<file path="src/rtl/mdu_iter.sv">
// Iterative radix-2 multiply/divide unit owning the HI/LO pair (32 iterations + sign-fix).
// Optional macro MDU_EARLY_TERM_EN: multiply exits to FIX once the remaining multiplier bits are zero.
module mdu_iter #(
  parameter int unsigned WIDTH = 32
) (
  input  logic             clk,
  input  logic             rstn,
  input  logic             start,
  input  logic [2:0]       op,
  input  logic [WIDTH-1:0] A,
  input  logic [WIDTH-1:0] B,
  input  logic             flush,
  output logic             busy,
  output logic             done,
  output logic [WIDTH-1:0] hi,
  output logic [WIDTH-1:0] lo
);

  localparam int unsigned CW = (WIDTH > 1) ? $clog2(WIDTH) : 1;

  typedef enum logic [1:0] {IDLE, CALC, FIX} state_e;

  state_e             state_q, state_d;
  logic [CW-1:0]      cnt_q, cnt_d;
  logic [2*WIDTH-1:0] acc_q, acc_d;
  logic [2*WIDTH-1:0] mcand_q, mcand_d;
  logic [WIDTH-1:0]   mplr_q, mplr_d;
  logic               is_div_q, is_div_d;
  logic               qsign_q, qsign_d;
  logic               rsign_q, rsign_d;
  logic               dz_q, dz_d;
  logic [WIDTH-1:0]   hi_q, hi_d;
  logic [WIDTH-1:0]   lo_q, lo_d;
  logic               done_q, done_d;

  logic               op_signed;
  logic [WIDTH-1:0]   abs_a, abs_b;
  logic [WIDTH:0]     rem_ext, diff;
  logic               sub_ok;
  logic [2*WIDTH-1:0] acc_div, acc_mul, acc_neg;
  logic [WIDTH-1:0]   quo, rem, quo_neg, rem_neg;

  assign op_signed = ~op[0];
  assign abs_a     = (op_signed && A[WIDTH-1]) ? -A : A;
  assign abs_b     = (op_signed && B[WIDTH-1]) ? -B : B;

  // Divide: acc holds {remainder, dividend-shifting-into-quotient}; mplr holds the divisor.
  assign rem_ext = {acc_q[2*WIDTH-1:WIDTH], acc_q[WIDTH-1]};
  assign diff    = rem_ext - {1'b0, mplr_q};
  assign sub_ok  = (rem_ext >= {1'b0, mplr_q});
  assign acc_div = sub_ok ? {diff[WIDTH-1:0], acc_q[WIDTH-2:0], 1'b1}
                          : {rem_ext[WIDTH-1:0], acc_q[WIDTH-2:0], 1'b0};

  // Multiply: multiplicand shifts left so a partial product is already aligned if iteration stops early.
  assign acc_mul = acc_q + (mplr_q[0] ? mcand_q : {(2*WIDTH){1'b0}});
  assign acc_neg = -acc_q;
  assign quo     = acc_q[WIDTH-1:0];
  assign rem     = acc_q[2*WIDTH-1:WIDTH];
  assign quo_neg = -quo;
  assign rem_neg = -rem;

  always_comb begin
    state_d  = state_q;
    cnt_d    = cnt_q;
    acc_d    = acc_q;
    mcand_d  = mcand_q;
    mplr_d   = mplr_q;
    is_div_d = is_div_q;
    qsign_d  = qsign_q;
    rsign_d  = rsign_q;
    dz_d     = dz_q;
    hi_d     = hi_q;
    lo_d     = lo_q;
    done_d   = 1'b0;

    case (state_q)
      IDLE: begin
        if (start && !flush) begin
          case (op)
            3'b000, 3'b001, 3'b010, 3'b011: begin
              acc_d    = op[1] ? {{WIDTH{1'b0}}, abs_a} : '0;
              mcand_d  = {{WIDTH{1'b0}}, abs_a};
              mplr_d   = abs_b;
              is_div_d = op[1];
              qsign_d  = op_signed & (A[WIDTH-1] ^ B[WIDTH-1]);
              rsign_d  = op_signed & A[WIDTH-1];
              dz_d     = (B == '0);
              cnt_d    = CW'(WIDTH - 1);
              state_d  = CALC;
`ifdef MDU_EARLY_TERM_EN
              if (!op[1] && (abs_b == '0)) state_d = FIX;
`endif
            end
            3'b100: begin
              hi_d   = A;
              done_d = 1'b1;
            end
            3'b101: begin
              lo_d   = A;
              done_d = 1'b1;
            end
            default: ;
          endcase
        end
      end

      CALC: begin
        if (flush) begin
          state_d = IDLE;
        end else begin
          if (is_div_q) begin
            acc_d = acc_div;
          end else begin
            acc_d   = acc_mul;
            mcand_d = mcand_q << 1;
            mplr_d  = mplr_q >> 1;
          end
          if (cnt_q == '0) begin
            state_d = FIX;
          end else begin
            cnt_d = cnt_q - CW'(1);
          end
`ifdef MDU_EARLY_TERM_EN
          if (!is_div_q && (mplr_q[WIDTH-1:1] == '0)) state_d = FIX;
`endif
        end
      end

      FIX: begin
        state_d = IDLE;
        if (!flush) begin
          done_d = 1'b1;
          if (is_div_q) begin
            // Divide-by-zero keeps the all-ones quotient; the remainder fix restores A.
            lo_d = dz_q ? '1 : (qsign_q ? quo_neg : quo);
            hi_d = rsign_q ? rem_neg : rem;
          end else begin
            {hi_d, lo_d} = qsign_q ? acc_neg : acc_q;
          end
        end
      end

      default: state_d = IDLE;
    endcase
  end

  always_ff @(posedge clk or negedge rstn) begin
    if (!rstn) begin
      state_q  <= IDLE;
      cnt_q    <= '0;
      acc_q    <= '0;
      mcand_q  <= '0;
      mplr_q   <= '0;
      is_div_q <= 1'b0;
      qsign_q  <= 1'b0;
      rsign_q  <= 1'b0;
      dz_q     <= 1'b0;
      hi_q     <= '0;
      lo_q     <= '0;
      done_q   <= 1'b0;
    end else begin
      state_q  <= state_d;
      cnt_q    <= cnt_d;
      acc_q    <= acc_d;
      mcand_q  <= mcand_d;
      mplr_q   <= mplr_d;
      is_div_q <= is_div_d;
      qsign_q  <= qsign_d;
      rsign_q  <= rsign_d;
      dz_q     <= dz_d;
      hi_q     <= hi_d;
      lo_q     <= lo_d;
      done_q   <= done_d;
    end
  end

  assign busy = (state_q != IDLE);
  assign done = done_q;
  assign hi   = hi_q;
  assign lo   = lo_q;

endmodule

</file>
<file path="config.mk">
export PLATFORM = sky130hd
export DESIGN_NAME = mdu_iter
export DESIGN_NICKNAME = d
export VERILOG_FILES = /design/src/rtl/mdu_iter.sv
export SDC_FILE = /design/constraint.sdc
export NUM_CORES = 1
export LEC_CHECK = 0
export ABC_CLOCK_PERIOD_IN_PS = 3900
export CORE_ASPECT_RATIO = 0.6
export CORE_MARGIN = 3
export CORE_UTILIZATION = 50
export DETAILED_ROUTE_END_ITERATION = 16
export PLACE_DENSITY = 0.79
export SYNTH_ARGS = -nofsm -noshare
export SYNTH_HDL_FRONTEND = slang
export SYNTH_SLANG_ARGS = --single-unit
</file>
<file path="constraint.sdc">
create_clock -name clk -period 3.9 [get_ports clk]
set_input_delay 0.78 -clock clk [delete_from_list [all_inputs] [get_ports clk]]
set_output_delay 0.78 -clock clk [all_outputs]
set_load 0.02 [all_outputs]
</file>
Word-level counts from Yosys, hierarchy flattened
Cells that the tools add are included.

storage, ports and cells
  register bits after elaboration = 236

operators by class
  reduce and logical (&&, ||, !) cells = 20
  bitwise gates (word level) = 4
  equality and inequality tests = 16
  muxes and demuxes = 48
  order comparisons = 1
  add/sub/neg operators = 8

operators with widths
  cell                                                                     count
  64-bit two-way mux                                                       11
  32-bit two-way mux                                                       18
  64-bit one-hot mux with 2 select lines                                   2
  32-bit one-hot mux with 2 select lines                                   3
  32-bit negation                                                          4
  64-bit adder                                                             1
  64-bit negation                                                          1
  33-bit by 32-bit >= comparator with 1-bit output                         1
  32-bit zero test                                                         1
  32-bit subtractor                                                        1
  5-bit two-way mux                                                        4
  4-bit AND reduction                                                      3
  2-bit inequality test, second input constant                             5
  5-bit one-hot mux with 2 select lines                                    1
  5-bit AND reduction                                                      2
  2-bit two-way mux                                                        4
  3-bit by 2-bit equality test with 1-bit output, second input constant    2
  3-bit equality test, second input constant                               2
  2-bit by 1-bit inequality test with 1-bit output, second input constant  3
  3-bit AND reduction                                                      2
  2-bit nonzero test                                                       3
  5-bit zero test                                                          1
  5-bit by 1-bit subtractor with 5-bit output, second input constant       1
  2-bit one-hot mux with 2 select lines                                    1
  other kinds (15)                                                         20

Longest topological paths before layout
Gate-level depths: netlist of run 1.

  word-level depth = 7
  gate-level depth with buffers = 14
  gate-level depth less buffers = 13

Worst setup path after synthesis of run 1
Ideal clock, no wire load.

  path kind = reg-to-reg
  start point = register mplr_q[0]
  end point = register acc_q[56]
  library setup time = 126 ps
  arrival time = 3,391 ps
  slack = 383 ps
  stages on the path, launching flop included = 15
  cells stage by stage = dfrtp_1 clkbuf_1 clkbuf_1 and2_1 ha_1 fa_1 a211oi_1 nor4_1 or2_1 o31ai_1 a31oi_1 o21bai_1 o21a_1 o41ai_1 a221o_1

on the way
  cells in the longest elaborated chain, start to end = 5
  elaborated cells between the ends (all ways) = 8
  classes of those cells = 2 x add/sub; 1 x order compare; 5 x mux

ends and longest elaborated chain
  element                                                    RTL line  RTL
  start, declared                                            27        logic [WIDTH-1:0] mplr_q, mplr_d;
  start signal, assigned                                     166       mplr_q <= mplr_d;
  64-bit two-way mux, or another cell as far along           55        assign acc_mul = acc_q + (mplr_q[0] ? mcand_q : {(2*WIDTH){1'b0}});
  64-bit adder / 64-bit two-way mux (equally long branches)  55, 51
  64-bit two-way mux *                                       111       if (is_div_q) begin
  64-bit two-way mux *                                       108       if (flush) begin
  64-bit one-hot mux with 2 select lines *                   76        case (state_q)
  end signal, assigned                                       151       acc_q <= '0;
  end signal, assigned                                       164       acc_q <= acc_d;
  end, declared                                              25        logic [2*WIDTH-1:0] acc_q, acc_d;

Mark *: on every way between the ends. The rest lies on a longest branch, timed or not. The select of a mux whose other input is x is not followed.
A chain may end at the register's enable or synchronous reset.

Final worst setup path of run 1
  start point = register mplr_q[0]
  end point = register acc_q[59]

The elaborated chain is that of the path after synthesis.

==> results.json, run 1 <==
{
  "synthFlopType": "dfrtp_1",
  "relSlewSlack_pct": 19.63,
  "finalNonFillerCells": 3313,
  "syn_area_um2": 19900,
  "place.gp.congestion": 1.046,
  "antennaDiodeCount": 0,
  "maxCapViolCount": 0,
  "path_clk_slew_ps": 70,
  "clock-sinks": 236,
  "async_reset_ff_share_pct": 100.0,
  "worst_setup_path_end_kind": "register",
  "hp-class": "primary input to async pin",
  "grt_max_degree": 76,
  "place_inst": 3268,
  "grtUsageTotal_pct": 38.11,
  "postSynthCellCount": 2572,
  "start_util_pct": 51.73,
  "drive_gt1_share_pct": 11.39,
  "drv_slew": 0,
  "die_y_um": 160.5,
  "worstMarginPinSlew_ps": 1189,
  "grt_first_pass_wirelength_um": 124500,
  "status": "completed",
  "cpMostUsedCell": "buf_12",
  "viasPerCell": 6.564,
  "whs_ps": 194.0,
  "worst-setup-path-type": "register to register",
  "synth_cell_types": 85,
  "drc": 0,
  "fin_skew_ps": 16.53,
  "period_minus_slack_ps": 3847,
  "final.period_utilization_pct": 98.63,
  "required_ps": 4310,
  "antenna_left": 0,
  "core_area_um2": 38470,
  "vias": 21750,
  "netlist.area_leader.share_pct": 29.68,
  "slowest_delay_ps": 440,
  "ys_seq_elements": 236,
  "wl_um": 83590,
  "dieArea_um2": 42300,
  "post-route-util_pct": 62.49,
  "wire_per_inst_um": 25.23,
  "seq_area_frac_synth_pct": 29.68,
  "syn_nets": 2746,
  "portBuffers": 136,
  "dr.first_iter.drc_count": 3185,
  "slowest_stage": "a21oi_1",
  "firstDrtPassIters": 6,
  "fin_nets": 2956,
  "total_power_w": 0.01587,
  "startpoint_type": "register",
  "path_cells": "buf_12 > buf_12 > and2_1 > ha_1 > a21oi_2 > o21ai_0 > a221o_1 > and3_1 > nor2_1 > o311ai_4 > a21oi_1 > xor2_1 > o221ai_1",
  "fmax_mhz": 260.0,
  "die_x_um": 263.5,
  "clk_path_buf_depth": 3,
  "ctsHtreeMaxLevel": 1,
  "hold_violations": 0,
  "antenna_found_initial": 0,
  "cts_tree": "yes",
  "p_leak_nw": 10.45,
  "cts_buffers": 24,
  "ir_drop_mv": 0.4221,
  "worst-path-max-fanout": 23,
  "hpwl_um": 66330,
  "synth_edf_count": 0,
  "setup_viol": 0,
  "area_growth_pct": 20.82,
  "worstPathArrival_ps": 4260,
  "syn_avg_cell_area_um2": 7.736,
  "grt_overflow": 0,
  "grt_pass1_vias": 19690,
  "p_per_area_nw_per_um2": 660.3,
  "row_count": 55,
  "ios": 137,
  "clkLatencyLatePin_ps": 560,
  "yosysTopAreaCell": "dfrtp_1",
  "synth.area.top_cells": "dfrtp_1, nand2_1, ha_1",
  "clock-root-buffer": "clkbuf_16",
  "yosysWarnings": 0
}
[per-stage QoR]
step / worst slack (ps) / cell area [um2] / setup TNS (ps)
floorplan: 382.6 / 19900 / 0
global placement: -211.1 / 23000 / -470.5
detailed placement: -190.2 / 23000 / -629.0
CTS: 1.608 / 23900 / 0
global route: -9.319 / 24040 / -9.319
finish: 53.44 / 24040 / 0
[registers in the layout, indices dropped and copies added (netlist names)]
register / count
acc_q: 64
cnt_q: 5
done: 1
dz_q: 1
hi: 32
is_div_q: 1
lo: 32
mcand_q: 64
mplr_q: 32
qsign_q: 1
rsign_q: 1
state_q: 2
[layer usage]
metal	GRT usage (%)	up-vias	wire [um]
met4	6.932	2	1539
li1	-	9748	-
met5	1.577	-	83
met1	59.59	10340	37990
met3	19.14	94	15350
met2	45.09	1557	28630
[worst paths after layout]
| check | startpoint | endpoint | slack [ps] | depth (start not counted) |
|---|---|---|---|---|
| worst max-delay path | mplr_q[0] | acc_q[59] | 50 | 13 |
| worst min-delay path | rstn | lo[5] | 190 | 1 |
| worst max register to register | mplr_q[0] | acc_q[59] | 50 | 13 |
| worst min register to register | lo[4] | lo[4] | 480 | 2 |
| max in group asynchronous | rstn | cnt_q[4] | 2640 | 2 |
| min in group clk | lo[4] | lo[4] | 480 | 2 |
[synthesized netlist by cell type, drive strengths merged (33+ instances only)]
library cell  number
mux2i             38
dfrtp            236
inv               67
o31ai             38
nor3              49
nand3             75
a21oi            210
a31oi             33
a21o              36
ha               101
o21ai            249
xnor2            103
nand2            376
nor2             197
clkbuf           136
xor2              92
and2              80
[area by class of cell]
class	instances	area, um2
fill	3347	14430
sequential	236	5907
multi-input combinational	2116	13360
clock buffer	32	701.9
tap	513	641.9
clock inverter	12	178.9
inverter	67	251.5
timing repair buffer	337	3004
[critical path, delay by kind of cell (launching register included)]
kind	cells	cell delay [ps]
adder cells (fa/ha/maj)	1	360
AO/OA/AOI/OAI	6	1650
buffers and inverters	2	310
flip-flops	1	390
XOR/XNOR	1	230
AND/OR/NAND/NOR	3	750
[power breakdown]
group          switching [W]  internal [W]
Clock                0.00111       0.00154
Sequential          0.000645       0.00300
Combinational        0.00584       0.00375
[logic make-up after synthesis]
kind of cell / after synthesis / share of synthesized area, %
XOR/XNOR: 195 / 8.621
adder cells (fa/ha/maj): 103 / 6.552
buffers and inverters: 220 / 4.200
AND/OR/NAND/NOR: 953 / 22.61
AO/OA/AOI/OAI: 821 / 26.08
flip-flops: 236 / 29.68
multiplexers: 44 / 2.251
[layout by cell type, fill, tap and decap left out, types with 10 or more instances in the layout]
| cell type | Yosys | final |
|---|---|---|
| mux2i_1 | 38 | 38 |
| nand2_1 | 376 | 374 |
| o21a_1 | 25 | 25 |
| o21bai_1 | 17 | 16 |
| buf_4 | 0 | 190 |
| nand2b_1 | 22 | 21 |
| dfrtp_1 | 236 | 235 |
| nor4_1 | 18 | 18 |
| inv_1 | 67 | 67 |
| and2_1 | 79 | 79 |
| a211oi_1 | 28 | 28 |
| a31oi_1 | 33 | 32 |
| o22ai_1 | 25 | 25 |
| buf_12 | 0 | 10 |
| nand3_1 | 75 | 75 |
| a21oi_1 | 208 | 202 |
| a22oi_1 | 10 | 10 |
| o221ai_1 | 30 | 30 |
| o211ai_1 | 30 | 30 |
| nor3_1 | 48 | 45 |
| clkdlybuf4s50_1 | 0 | 135 |
| xnor2_1 | 102 | 102 |
| and3_1 | 11 | 11 |
| clkbuf_16 | 0 | 25 |
| nor2_1 | 197 | 195 |
| or3_1 | 29 | 28 |
| xor2_1 | 92 | 92 |
| or4_1 | 14 | 14 |
| ha_1 | 101 | 98 |
| nand4_1 | 27 | 27 |
| a21o_1 | 36 | 36 |
| o41ai_1 | 16 | 16 |
| o31ai_1 | 38 | 37 |
| o21ai_0 | 240 | 236 |
[repair_timing]
item | 4_1_cts | 5_1_grt
hold buffers | 0 | 0
setup buffers | 0 | 1
gates resized for setup | 6 | 31
pin swaps | 0 | 7
setup endpoints to repair | 9 | 22
(Power assumes the default switching activity.)
==> run 2, diff against run 1 <==
- ABC_CLOCK_PERIOD_IN_PS: 3900 -> 5000
- clock period: 3.9 -> 5 ns (I/O delays scaled with it)
==> run 2 against run 1 <==
Compared with the run above:
- core utilization fell by 3.6 points
- clock skew rose by 12 ps
- worst setup slack improved by 460 ps
- combinational power fell by 30%
- critical path type unchanged
- cell count fell by 4.1%
- maximum frequency fell by 14%
- total power fell by 27%
- global-route usage fell by 1.3 points
- via count fell by 3.3%
- non-clock buffer count fell by 138
- highest routed layer is now met4
==> results.json, run 2 (synthesis results as in run 1) <==
{
  "status": "completed",
  "dieArea_um2": 42300,
  "relSlewSlack_pct": 16.04,
  "crit_family": "compound AO/OA/AOI/OAI gates",
  "p_clk_share_pct": 16.4,
  "startpoint_type": "register",
  "final_common_cell": "nand2_1",
  "required_ps": 5410,
  "clock-root-buffer": "clkbuf_16",
  "grt_max_degree": 99,
  "wl_met1_um": 36610,
  "swShare_pct": 49.33,
  "r2r-start": "mplr_q[0]",
  "setup_tns_ps": 0,
  "portBuffers": 136,
  "cp.depth": 13,
  "firstDrtPassIters": 7,
  "multi_input_area_um2": 13210,
  "postCtsSetupBuffers": 0,
  "worst-setup-path-type": "register to register",
  "fillers": 3441,
  "worst-path-max-fanout": 15,
  "rsz0062_at_grt": "false",
  "cpMostUsedCell": "buf_4",
  "place.gp.congestion": 1.004,
  "ir_drop_mv": 0.2587,
  "row_count": 55,
  "worst_setup_path_end_kind": "register",
  "cts_buffers": 25,
  "hold_violations": 0,
  "maxCapViolCount": 0,
  "grt_pass1_vias": 19200,
  "p_per_area_nw_per_um2": 512.5,
  "cts_tree": "yes",
  "dr.first_iter.drc_count": 3359,
  "slowest_delay_ps": 680,
  "antennaDiodeCount": 0,
  "core_area_um2": 38470,
  "die_x_um": 263.5,
  "post_cts_resized": 0,
  "critPathBufInv": 2,
  "routed-wl-met2_um": 27950,
  "p_sw_w": 0.005730,
  "path_cells": "buf_4 > and2_1 > ha_1 > a21oi_1 > o21ai_0 > a221oi_1 > nor3_1 > a2111oi_0 > buf_4 > nor2_1 > a211oi_1 > xor2_1 > o221ai_1",
  "vias": 21030,
  "route.met3.wl_um": 13960,
  "clk_path_buf_depth": 3,
  "final_cell_mix": "nand2_1, o21ai_0, dfrtp_1, a21oi_1, nor2_1",
  "period_minus_slack_ps": 4486,
  "worstMarginPinSlew_ps": 1259,
  "clkLatencyLatePin_ps": 580,
  "drive_gt1_share_pct": 5.706,
  "die_y_um": 160.5,
  "drc": 0,
  "slowest_stage": "dfrtp_1",
  "final.period_utilization_pct": 89.73,
  "path_clk_slew_ps": 60,
  "start_util_pct": 51.73,
  "wl_um": 80360,
  "holdBufCountCts": 0,
  "fin_nets": 2819,
  "top_layer": "met4",
  "power_frac_seq_pct": 25.4,
  "area_growth_pct": 13.90,
  "viasPerCell": 6.619,
  "fmax_mhz": 222.9,
  "hp-class": "primary input to async pin",
  "antenna_found_initial": 1,
  "pwr-share-comb_pct": 58.2,
  "ios": 137,
  "crit_start": "mplr_q[0]",
  "antenna_left": 0,
  "grt_overflow": 0,
  "grtUsageTotal_pct": 36.78,
  "reg.largest.list": "acc_q (64), mcand_q (64)",
  "setup_viol": 0,
  "p_leak_nw": 9.671,
  "worstPathArrival_ps": 4900,
  "whs_ps": 466.9,
  "hpwl_um": 62420,
  "fin_skew_ps": 28.16,
  "r2r_cells": 13,
  "ctsHtreeMaxLevel": 1,
  "seq_area_um2": 5907,
  "wire_per_inst_um": 25.30,
  "clock-sinks": 236,
  "cell_internal_pwr_w": 0.005885,
  "grt_first_pass_wirelength_um": 120300,
  "drv_slew": 0
}
-- run 2: worst paths after layout --
path / slack, ps / endpoint
setup reg to reg: 510 / acc_q[51]
hold reg to reg: 480 / lo[5]
hold / removal: 470 / lo[1]
setup / recovery: 510 / acc_q[51]
max in group asynchronous: 3270 / acc_q[14]
min in group clk: 480 / lo[5]
-- run 2: per-layer routing --
| layer | GRT usage, % | up-vias |
|---|---|---|
| met3 | 17.03 | 116 |
| met2 | 44.66 | 1482 |
| met1 | 57.20 | 9986 |
| met4 | 7.758 | 0 |
| met5 | 0 | - |
| li1 | - | 9446 |
-- run 2: layout make-up --
cell class | count | area share [%]
Clock buffer | 32 | 2.876
Tap cell | 513 | 2.832
Multi-Input combinational cell | 2116 | 58.27
Sequential cell | 236 | 26.06
Inverter | 67 | 1.110
Clock inverter | 14 | 0.6183
Timing Repair Buffer | 199 | 8.226
-- run 2: stage by stage --
step           util (%)  std cells  setup slack [ps]  cell area, um2  power [W]
4_1_cts           58.91       3177             750.8           22660    0.01130
5_1_grt           58.91       3177             376.2           22660    0.01221
2_1_floorplan         -       2572              1483           19900   0.007091
6_report          58.91       3177             513.6           22660    0.01162
3_5_place_dp      56.85       3131             775.2           21870   0.009374
3_3_place_gp      56.85       3131             828.5           21870   0.009264
-- run 2: power by group through the flow --
stage	Clock [W]	Sequential (W)	Combinational (W)
CTS	0.00191	0.00290	0.00649
floorplan	0	0.00286	0.00423
global placement	0	0.00290	0.00636
detailed placement	0	0.00292	0.00645
finish	0.00191	0.00295	0.00676
global route	0.00200	0.00297	0.00724
